$ cat src/rtl/serial_adder_pkg.sv
// Shared definitions for the bit-serial adder controller: state encodings,
// default operand width and a helper for sizing the bit counter.
package serial_adder_pkg;

  // Operand width used when the instantiating design does not override it
  localparam int DEFAULT_WIDTH = 8;

  // Controller state encodings, kept as plain constants for legacy users
  localparam logic [1:0] ST_IDLE = 2'd0;
  localparam logic [1:0] ST_RUN  = 2'd1;
  localparam logic [1:0] ST_DONE = 2'd2;

  // Bits needed to count 0..w-1; never less than one so WIDTH=1 still has
  // a real counter register
  function automatic int cnt_bits(input int w);
    return (w > 1) ? $clog2(w) : 1;
  endfunction

endpackage

$ cat src/rtl/full_adder.sv
// Single-bit full adder, the only arithmetic element of the serial adder.
module full_adder (
  input  logic a,
  input  logic b,
  input  logic cin,
  output logic s,
  output logic cout
);

  // Classic sum / majority-carry equations
  always_comb begin
    s    = a ^ b ^ cin;
    cout = (a & b) | (a & cin) | (b & cin);
  end

endmodule

$ cat src/rtl/serial_adder_ctrl.sv
// Bit-serial adder controller. Operands are captured on the accepting edge
// and consumed LSB first through one full_adder, one bit per RUN cycle. The
// assembled result and final carry are published on the edge entering DONE
// and then held until the next completed operation or reset.
module serial_adder_ctrl
  import serial_adder_pkg::*;
#(
  parameter int WIDTH = DEFAULT_WIDTH
) (
  input  logic             clk,
  input  logic             rst_n,
  input  logic             start,
  input  logic [WIDTH-1:0] a,
  input  logic [WIDTH-1:0] b,
  input  logic             cin,
  output logic             busy,
  output logic             done,
  output logic [WIDTH-1:0] sum,
  output logic             cout
);

  localparam int            CW   = cnt_bits(WIDTH);
  localparam logic [CW-1:0] LAST = CW'(WIDTH - 1);

  logic [1:0]       state;
  logic [1:0]       state_next;
  logic [WIDTH-1:0] a_sr;
  logic [WIDTH-1:0] b_sr;
  logic [WIDTH-1:0] res_sr;
  logic [WIDTH-1:0] res_next;
  logic             carry;
  logic [CW-1:0]    cnt;
  logic             fa_s;
  logic             fa_c;
  logic             last_bit;

  // The one and only adder: current LSBs of both operands plus running carry
  full_adder u_fa (
    .a    (a_sr[0]),
    .b    (b_sr[0]),
    .cin  (carry),
    .s    (fa_s),
    .cout (fa_c)
  );

  assign last_bit = (cnt == LAST);

  // Result register shifted right with the fresh sum bit entering the MSB
  always_comb begin
    res_next            = res_sr >> 1;
    res_next[WIDTH-1]   = fa_s;
  end

  // Next-state decode; start only matters in IDLE, DONE always falls back
  always_comb begin
    state_next = state;
    case (state)
      ST_IDLE: if (start) state_next = ST_RUN;
      ST_RUN:  if (last_bit) state_next = ST_DONE;
      ST_DONE: state_next = ST_IDLE;
      default: state_next = ST_IDLE;
    endcase
  end

  // State register
  always_ff @(posedge clk or negedge rst_n) begin
    if (!rst_n) begin
      state <= ST_IDLE;
    end else begin
      state <= state_next;
    end
  end

  // Serial datapath: capture operands on accept, shift one bit per RUN cycle
  always_ff @(posedge clk or negedge rst_n) begin
    if (!rst_n) begin
      a_sr   <= '0;
      b_sr   <= '0;
      res_sr <= '0;
      carry  <= 1'b0;
      cnt    <= '0;
    end else begin
      case (state)
        ST_IDLE: begin
          if (start) begin
            a_sr   <= a;
            b_sr   <= b;
            res_sr <= '0;
            carry  <= cin;
            cnt    <= '0;
          end
        end
        ST_RUN: begin
          a_sr   <= a_sr >> 1;
          b_sr   <= b_sr >> 1;
          res_sr <= res_next;
          carry  <= fa_c;
          cnt    <= cnt + CW'(1);
        end
        default: begin
        end
      endcase
    end
  end

  // Published result only changes on the edge that completes the last bit
  always_ff @(posedge clk or negedge rst_n) begin
    if (!rst_n) begin
      sum  <= '0;
      cout <= 1'b0;
    end else if ((state == ST_RUN) && last_bit) begin
      sum  <= res_next;
      cout <= fa_c;
    end
  end

  // Status flags come straight from the state register
  always_comb begin
    busy = (state == ST_RUN) || (state == ST_DONE);
    done = (state == ST_DONE);
  end

endmodule

$ cat config.mk
export PLATFORM = sky130hd
export DESIGN_NAME = serial_adder_ctrl
export DESIGN_NICKNAME = d
export VERILOG_FILES = /design/src/rtl/serial_adder_pkg.sv /design/src/rtl/full_adder.sv /design/src/rtl/serial_adder_ctrl.sv
export SDC_FILE = /design/constraint.sdc
export NUM_CORES = 1
export LEC_CHECK = 0
export CORE_AREA = 3 3 88 90
export CTS_BUF_LIST = sky130_fd_sc_hd__clkbuf_4 sky130_fd_sc_hd__clkbuf_8 sky130_fd_sc_hd__clkbuf_16
export DETAILED_ROUTE_END_ITERATION = 10
export DIE_AREA = 0 0 91 93
export GPL_ROUTABILITY_DRIVEN = 1
export PLACE_DENSITY = 0.53
export SLEW_MARGIN = 15
export SYNTH_ARGS = -nofsm -noshare
export SYNTH_HDL_FRONTEND = slang
export SYNTH_HIERARCHICAL = 1
export SYNTH_SLANG_ARGS = --single-unit
$ cat constraint.sdc
create_clock -name clk -period 1.95 [get_ports clk]
set_input_delay 0.39 -clock clk [delete_from_list [all_inputs] [get_ports clk]]
set_output_delay 0.39 -clock clk [all_outputs]
set_load 0.03 [all_outputs]
==> metrics.csv, run 1 <==
stage,metric,value,unit
yosys,Netlist Area Pre-Place,1763,um2
worst_setup_path,arrival time at the worst endpoint,1420,ps
grt,vias in the first global route,1410,
yosys,Cell variety after synth,31,
clock_network,Worst-Skew Late Latency,290,ps
grt,gr usage total,10.27,%
grt,initial antenna violation count,0,
yosys,async set-reset flop share out of synthesis,100.0,%
floorplanning,die width,91,um
place,RePlAce Congestion,0.7457,
timing,"Hold Violations, Final",0,
hold_path,Min-Delay Path Class,primary input to async pin,
worst_setup_path,"CP delay by family, top",buffers and inverters,
yosys,Seq cells post-synth,38,
detailed_routing,Routed WL,3970,um
detailed_routing,vias,1332,
yosys,top_reg_cell synth,dfrtp_1,
worst_setup_path,critical path class,register to primary output,
clock_network,Post-CTS Setup Bufs,0,
floorplanning,row count,31,
yosys,Yosys top cell area share,53.94,%
yosys,YS warnings,6,
place,Port Buffers,30,
clock_network,clock sink count,38,
worst_setup_path,CP cell instances,"inv_1, ha_1, dlygate4sd2_1",
worst_setup_path,max incr delay on CP,400,ps
worst_setup_path,CP startpoint kind,register,
timing,final setup TNS,0,ps
timing,Final Cycle Share,92.92,%
worst_setup_path,Critical Path RT,1560,ps
timing,RSZ-0062 raised after global routing,false,
clock_network,total CTS buffers,5,
layout,ant diodes,0,
layout,proportion of layout cells with a drive suffix above 1,20.51,%
yosys,Post-synth top cells,"dfrtp_1, nor2_1, mux2_2, o22ai_1",
clock_network,H-tree Lvls,2,
timing,Clock Skews,4.106,ps
floorplanning,Die H,93,um
floorplanning,Total Die Area,8463,um2
pwr,Power Dens Cells,1525,nW/um2
layout,filler cell count,748,
pwr,static leakage,1.028,nW
layout,Area Overhead vs Synth,34.49,%
grt,pin count of the biggest net entering global routing,39,
layout,Final Net Count,220,
clock_network,Clock transition at path regs,80,ps
timing,FMAX,0.5519,GHz
yosys,Synth Area per Inst,11.45,um2
detailed_routing,DR vias/cell,4.531,
yosys,Post-synth EDFFs,0,
worst_setup_path,r2r setup slk,230,ps
yosys,leading area contributor after synthesis,dfrtp_1,
yosys,most frequent cell after synthesis,dfrtp_1,
grt,grt ovf,0,
job,Max-Cap Viols,0,
yosys,Mapped Cells,154,
clock_network,CTS tree,built,
status,status,completed,
worst_setup_path,critical path peak fanout,3,
yosys,dominant cells by area after synthesis,"dfrtp_1, mux2_2, a22o_1",
worst_setup_path,Worst path slowest cell,dlygate4sd2_1,
yosys,post-synthesis sequential area ratio,53.94,%
pwr,VDD IR-drop max,0.4073,mV
timing,minimum clock period,1812,ps
worst_setup_path,Worst R2R End,a_sr[4]$_DFFE_PN0P_,
detailed_routing,Detail Route Antenna Nets,0,
timing,slew margin rel.,68.17,%
detailed_routing,Routed WL per cell,13.50,um
yosys,Post-Syn Nets,180,
detailed_routing,drt initial violations,76,
clock_network,CTS Root Cell,clkbuf_8,
timing,Slew @ Worst Pin,477.3,ps
timing,# setup viols final,0,
worst_setup_path,CP endpoint kind,primary output,
floorplanning,I/O pin cnt,31,
floorplanning,Initial Util,24.70,%
place,hpwl dp,2874,um
layout,"Core Util, Final",33.22,%
floorplanning,Placeable Area,7137,um2
grt,first-pass GRT wire length,6941,um
timing,count of final max-slew check failures,0,
detailed_routing,Detailed Routing Iterations Pass 1,4,
clock_network,CTS max path bufs,2,
detailed_routing,Residual DRC,0,
worst_setup_path,Worst R2R Start,state[0]$_DFFE_PN0P_,
worst_setup_path,Worst R2R Path Depth,7,
worst_setup_path,Buf/Inv on CP,2,
what timing repair did:
| item | CTS | global route |
|---|---|---|
| hold buffers | 0 | 0 |
| resized for setup | 2 | 0 |
| endpoints found under the setup margin | 2 | 0 |
through the flow:
step | cells | hold WS (ps) | setup WS (ps) | total power, mW | area (um2)
2_1_floorplan | 154 | 94.41 | 547.6 | 2.323 | 1763
3_3_place_gp | 286 | 474.7 | 157.5 | 2.825 | 2236
3_5_place_dp | 286 | 474.1 | 147.7 | 2.847 | 2236
4_1_cts | 294 | 163.0 | 116.1 | 3.647 | 2371
5_1_grt | 294 | 178.5 | 66.65 | 3.899 | 2371
6_report | 294 | 140.6 | 138.1 | 3.616 | 2371
cell families after synthesis:
| group | Yosys count | share of synthesized area (%) |
|---|---|---|
| simple gates | 35 | 9.936 |
| mux | 10 | 6.388 |
| compound gates | 46 | 19.73 |
| fa+ha+maj | 6 | 4.684 |
| flops | 38 | 53.94 |
| buf+inv | 19 | 5.323 |
registers in the layout, indices dropped and copies added, names as in the netlist:
signal	flops
cout	1
cnt	3
res_sr	7
carry	1
state	2
sum	8
a_sr	8
b_sr	8
final cells by class:
| class | instances | area [um2] | share of cell area [%] |
|---|---|---|---|
| inverter | 8 | 30.03 | 1.266 |
| multi-input combinational | 97 | 718.2 | 30.29 |
| clock buffer | 5 | 68.82 | 2.902 |
| timing repair buffer | 44 | 410.4 | 17.31 |
| sequential | 38 | 950.9 | 40.11 |
| clock inverter | 3 | 68.82 | 2.902 |
| tap | 99 | 123.9 | 5.224 |
where the power goes:
group	total, mW	switching (mW)	internal [mW]
sequential	1.28	0.203	1.08
clock	0.806	0.293	0.513
combinational	1.53	0.811	0.717
total	3.62	1.31	2.31
metal layers:
layer / share of wire (%) / track usage (%) / wire length [um]
met5: 0 / 0 / 0
met4: 0.50 / 1.884 / 20
met3: 3.9 / 3.620 / 156
met2: 46 / 15.51 / 1825
met1: 50 / 14.34 / 1968
placed cells by master, fill, tap and decap left out, drive strengths merged, types with 2 or more instances in the layout:
master / netlist / layout
or3: 2 / 2
dlygate4sd2: 0 / 2
nand3: 3 / 3
a21oi: 6 / 6
nand2b: 2 / 2
clkbuf: 2 / 5
o22ai: 10 / 10
nor3: 9 / 9
mux2: 10 / 10
nor2: 11 / 11
dfrtp: 38 / 38
o221a: 3 / 3
and3: 2 / 2
o22a: 2 / 2
nand2: 3 / 3
inv: 8 / 8
o21ai: 4 / 4
a22o: 9 / 9
buf: 9 / 15
ha: 5 / 5
a211oi: 7 / 7
a221oi: 4 / 4
bufinv: 0 / 2
clkdlybuf4s50: 0 / 27
worst max-delay path by stage:
| stage | endpoint | slack, ps | cells after the start | from |
|---|---|---|---|---|
| finish | busy | 140 | 3 | state[0]$_DFFE_PN0P_ |
| global route | a_sr[3]$_DFFE_PN0P_ | 70 | 7 | state[0]$_DFFE_PN0P_ |
| CTS | busy | 120 | 3 | state[0]$_DFFE_PN0P_ |
| detailed placement | b_sr[0]$_DFFE_PN0P_ | 150 | 5 | start |
| global placement | a_sr[5]$_DFFE_PN0P_ | 160 | 5 | start |
| floorplan | b_sr[6]$_DFFE_PN0P_ | 550 | 6 | state[0]$_DFFE_PN0P_ |
Note: power is estimated with default switching activity, not from simulation.
==> run 2: changes to the inputs <==
clock period = 2.05 ns   (was 1.95 ns; I/O delays follow)
==> run 2 against run 1 <==
Against the previous run: sequential share of layout area up 0.82 points; worst setup slack gained 60 ps; utilization shrank 0.67 points; sequential power is 5% lower; first-iteration DRC count fell by 6.6%; clock power down 19%; die area unchanged; final cell count decreased by 0.68%; wire length rose by 2.1%; hold slack improved by 2.8 ps.
==> metrics.csv, run 2 (synthesized netlist as in run 1, its figures left out) <==
stage,metric,value,unit
layout,proportion of layout cells with a drive suffix above 1,19.69,%
detailed_routing,DR vias/cell,4.575,
pwr,VDD IR-drop max,0.3520,mV
floorplanning,Placeable Area,7137,um2
layout,filler cell count,760,
clock_network,Worst-Skew Late Latency,300,ps
detailed_routing,vias,1336,
worst_setup_path,r2r setup slk,280,ps
timing,Final Cycle Share,90.32,%
place,RePlAce Congestion,0.7264,
timing,"Hold Violations, Final",0,
layout,ant diodes,0,
place,hpwl dp,2916,um
worst_setup_path,Critical Path RT,1640,ps
clock_network,CTS max path bufs,2,
clock_network,clock sink count,38,
timing,# setup viols final,0,
clock_network,CTS tree,built,
floorplanning,Die H,93,um
floorplanning,I/O pin cnt,31,
layout,area of the multi-input gates,718.2,um2
worst_setup_path,Worst R2R Start,state[0]$_DFFE_PN0P_,
job,Max-Cap Viols,0,
grt,initial antenna violation count,0,
worst_setup_path,CP endpoint kind,primary output,
pwr,Power Dens Cells,1417,nW/um2
detailed_routing,Residual DRC,0,
floorplanning,row count,31,
grt,first-pass GRT wire length,6906,um
worst_setup_path,critical path peak fanout,3,
layout,"commonest cells after routing, fill and taps aside","dfrtp_1, clkdlybuf4s50_1, buf_4",
layout,Area Overhead vs Synth,31.80,%
floorplanning,die width,91,um
place,Port Buffers,30,
layout,register area,950.9,um2
worst_setup_path,Worst R2R Path Depth,7,
detailed_routing,Detail Route Antenna Nets,0,
pwr,static leakage,1.011,nW
floorplanning,Total Die Area,8463,um2
hold_path,Min-Delay Path Class,primary input to async pin,
clock_network,H-tree Lvls,2,
grt,pin count of the biggest net entering global routing,39,
detailed_routing,Routed WL per cell,13.88,um
worst_setup_path,Worst R2R End,b_sr[1]$_DFFE_PN0P_,
clock_network,Clock transition at path regs,80,ps
grt,gr usage total,10.46,%
clock_network,total CTS buffers,5,
worst_setup_path,critical path class,register to primary output,
timing,FMAX,0.5401,GHz
clock_network,CTS Root Cell,clkbuf_8,
timing,Clock Skews,4.434,ps
grt,vias in the first global route,1348,
layout,Final Net Count,218,
status,status,completed,
layout,Largest regs,"a_sr: 8 flops, b_sr: 8 flops, sum: 8 flops",
timing,post-route setup slack,198.5,ps
detailed_routing,Detailed Routing Iterations Pass 1,4,
timing,RSZ-0062 raised after global routing,false,
detailed_routing,drt initial violations,71,
timing,minimum clock period,1851,ps
timing,Slew @ Worst Pin,491.6,ps
timing,slew margin rel.,67.23,%
timing,count of final max-slew check failures,0,
floorplanning,Initial Util,24.70,%
detailed_routing,Routed WL,4054,um
place,Placement Setup Slack,78.89,ps
timing,final setup TNS,0,ps
grt,grt ovf,0,
layout,"commonest non-fill, non-tap cell in the layout",dfrtp_1,
worst_setup_path,arrival time at the worst endpoint,1440,ps
worst_setup_path,CP startpoint kind,register,
## run 2: layout make-up
| type | instances | share of cell area (%) |
|---|---|---|
| inverters | 8 | 1.292 |
| well taps | 99 | 5.331 |
| multi-input cells | 97 | 30.91 |
| flip-flops and latches | 38 | 40.93 |
| clock buffers | 5 | 2.962 |
| clock inverters | 3 | 1.939 |
| repair buffers | 42 | 16.64 |
## run 2: metrics by stage
stage,power (mW),cell area [um2],util [%],hold slack (ps),cells
2_1_floorplan,2.210,1763,-,114.4,154
3_3_place_gp,2.657,2208,30.94,488.0,284
3_5_place_dp,2.685,2208,30.94,491.7,284
4_1_cts,3.331,2321,32.52,175.8,292
5_1_grt,3.546,2323,32.56,198.0,292
6_report,3.293,2323,32.56,143.4,292
## run 2: worst max-delay path by stage
stage                         start             endpoint  slack, ps  depth (start not counted)
3_3_place_gp                  start  b_sr[1]$_DFFE_PN0P_        140                          5
5_1_grt        state[0]$_DFFE_PN0P_                 busy        130                          3
6_report       state[1]$_DFFE_PN0P_                 busy        200                          3
2_1_floorplan  state[0]$_DFFE_PN0P_  b_sr[6]$_DFFE_PN0P_        650                          6
3_5_place_dp                  start  a_sr[2]$_DFFE_PN0P_         80                          5
4_1_cts        state[0]$_DFFE_PN0P_                 done          7                          3
## run 2: power breakdown
group          internal, mW  switching (mW)  total, mW
sequential             1.03           0.192       1.22
combinational         0.658           0.762       1.42
clock                 0.362           0.293      0.655
total                  2.05            1.25       3.29
## run 2: routing by layer
| layer | global-route usage (%) | up-vias | part of all wire, % |
|---|---|---|---|
| met5 | 0 | - | 0 |
| met2 | 15.63 | 24 | 45 |
| met1 | 13.92 | 652 | 49 |
| li1 | - | 655 | - |
| met3 | 4.023 | 5 | 4.9 |
| met4 | 3.392 | 0 | 1.5 |
## run 2: critical path, cell delays in order, from the launching register on
cell and delay, ps:
dfrtp_1 390, inv_1 80, ha_1 280, dlygate4sd2_1 400
## run 2: repair_timing
action,4_1_cts,5_1_grt
cloned,0,0
gates resized for setup,1,1
hold buffers,0,0
setup buffers,0,0
hold endpoints to repair,0,0
setup endpoints to repair,1,1
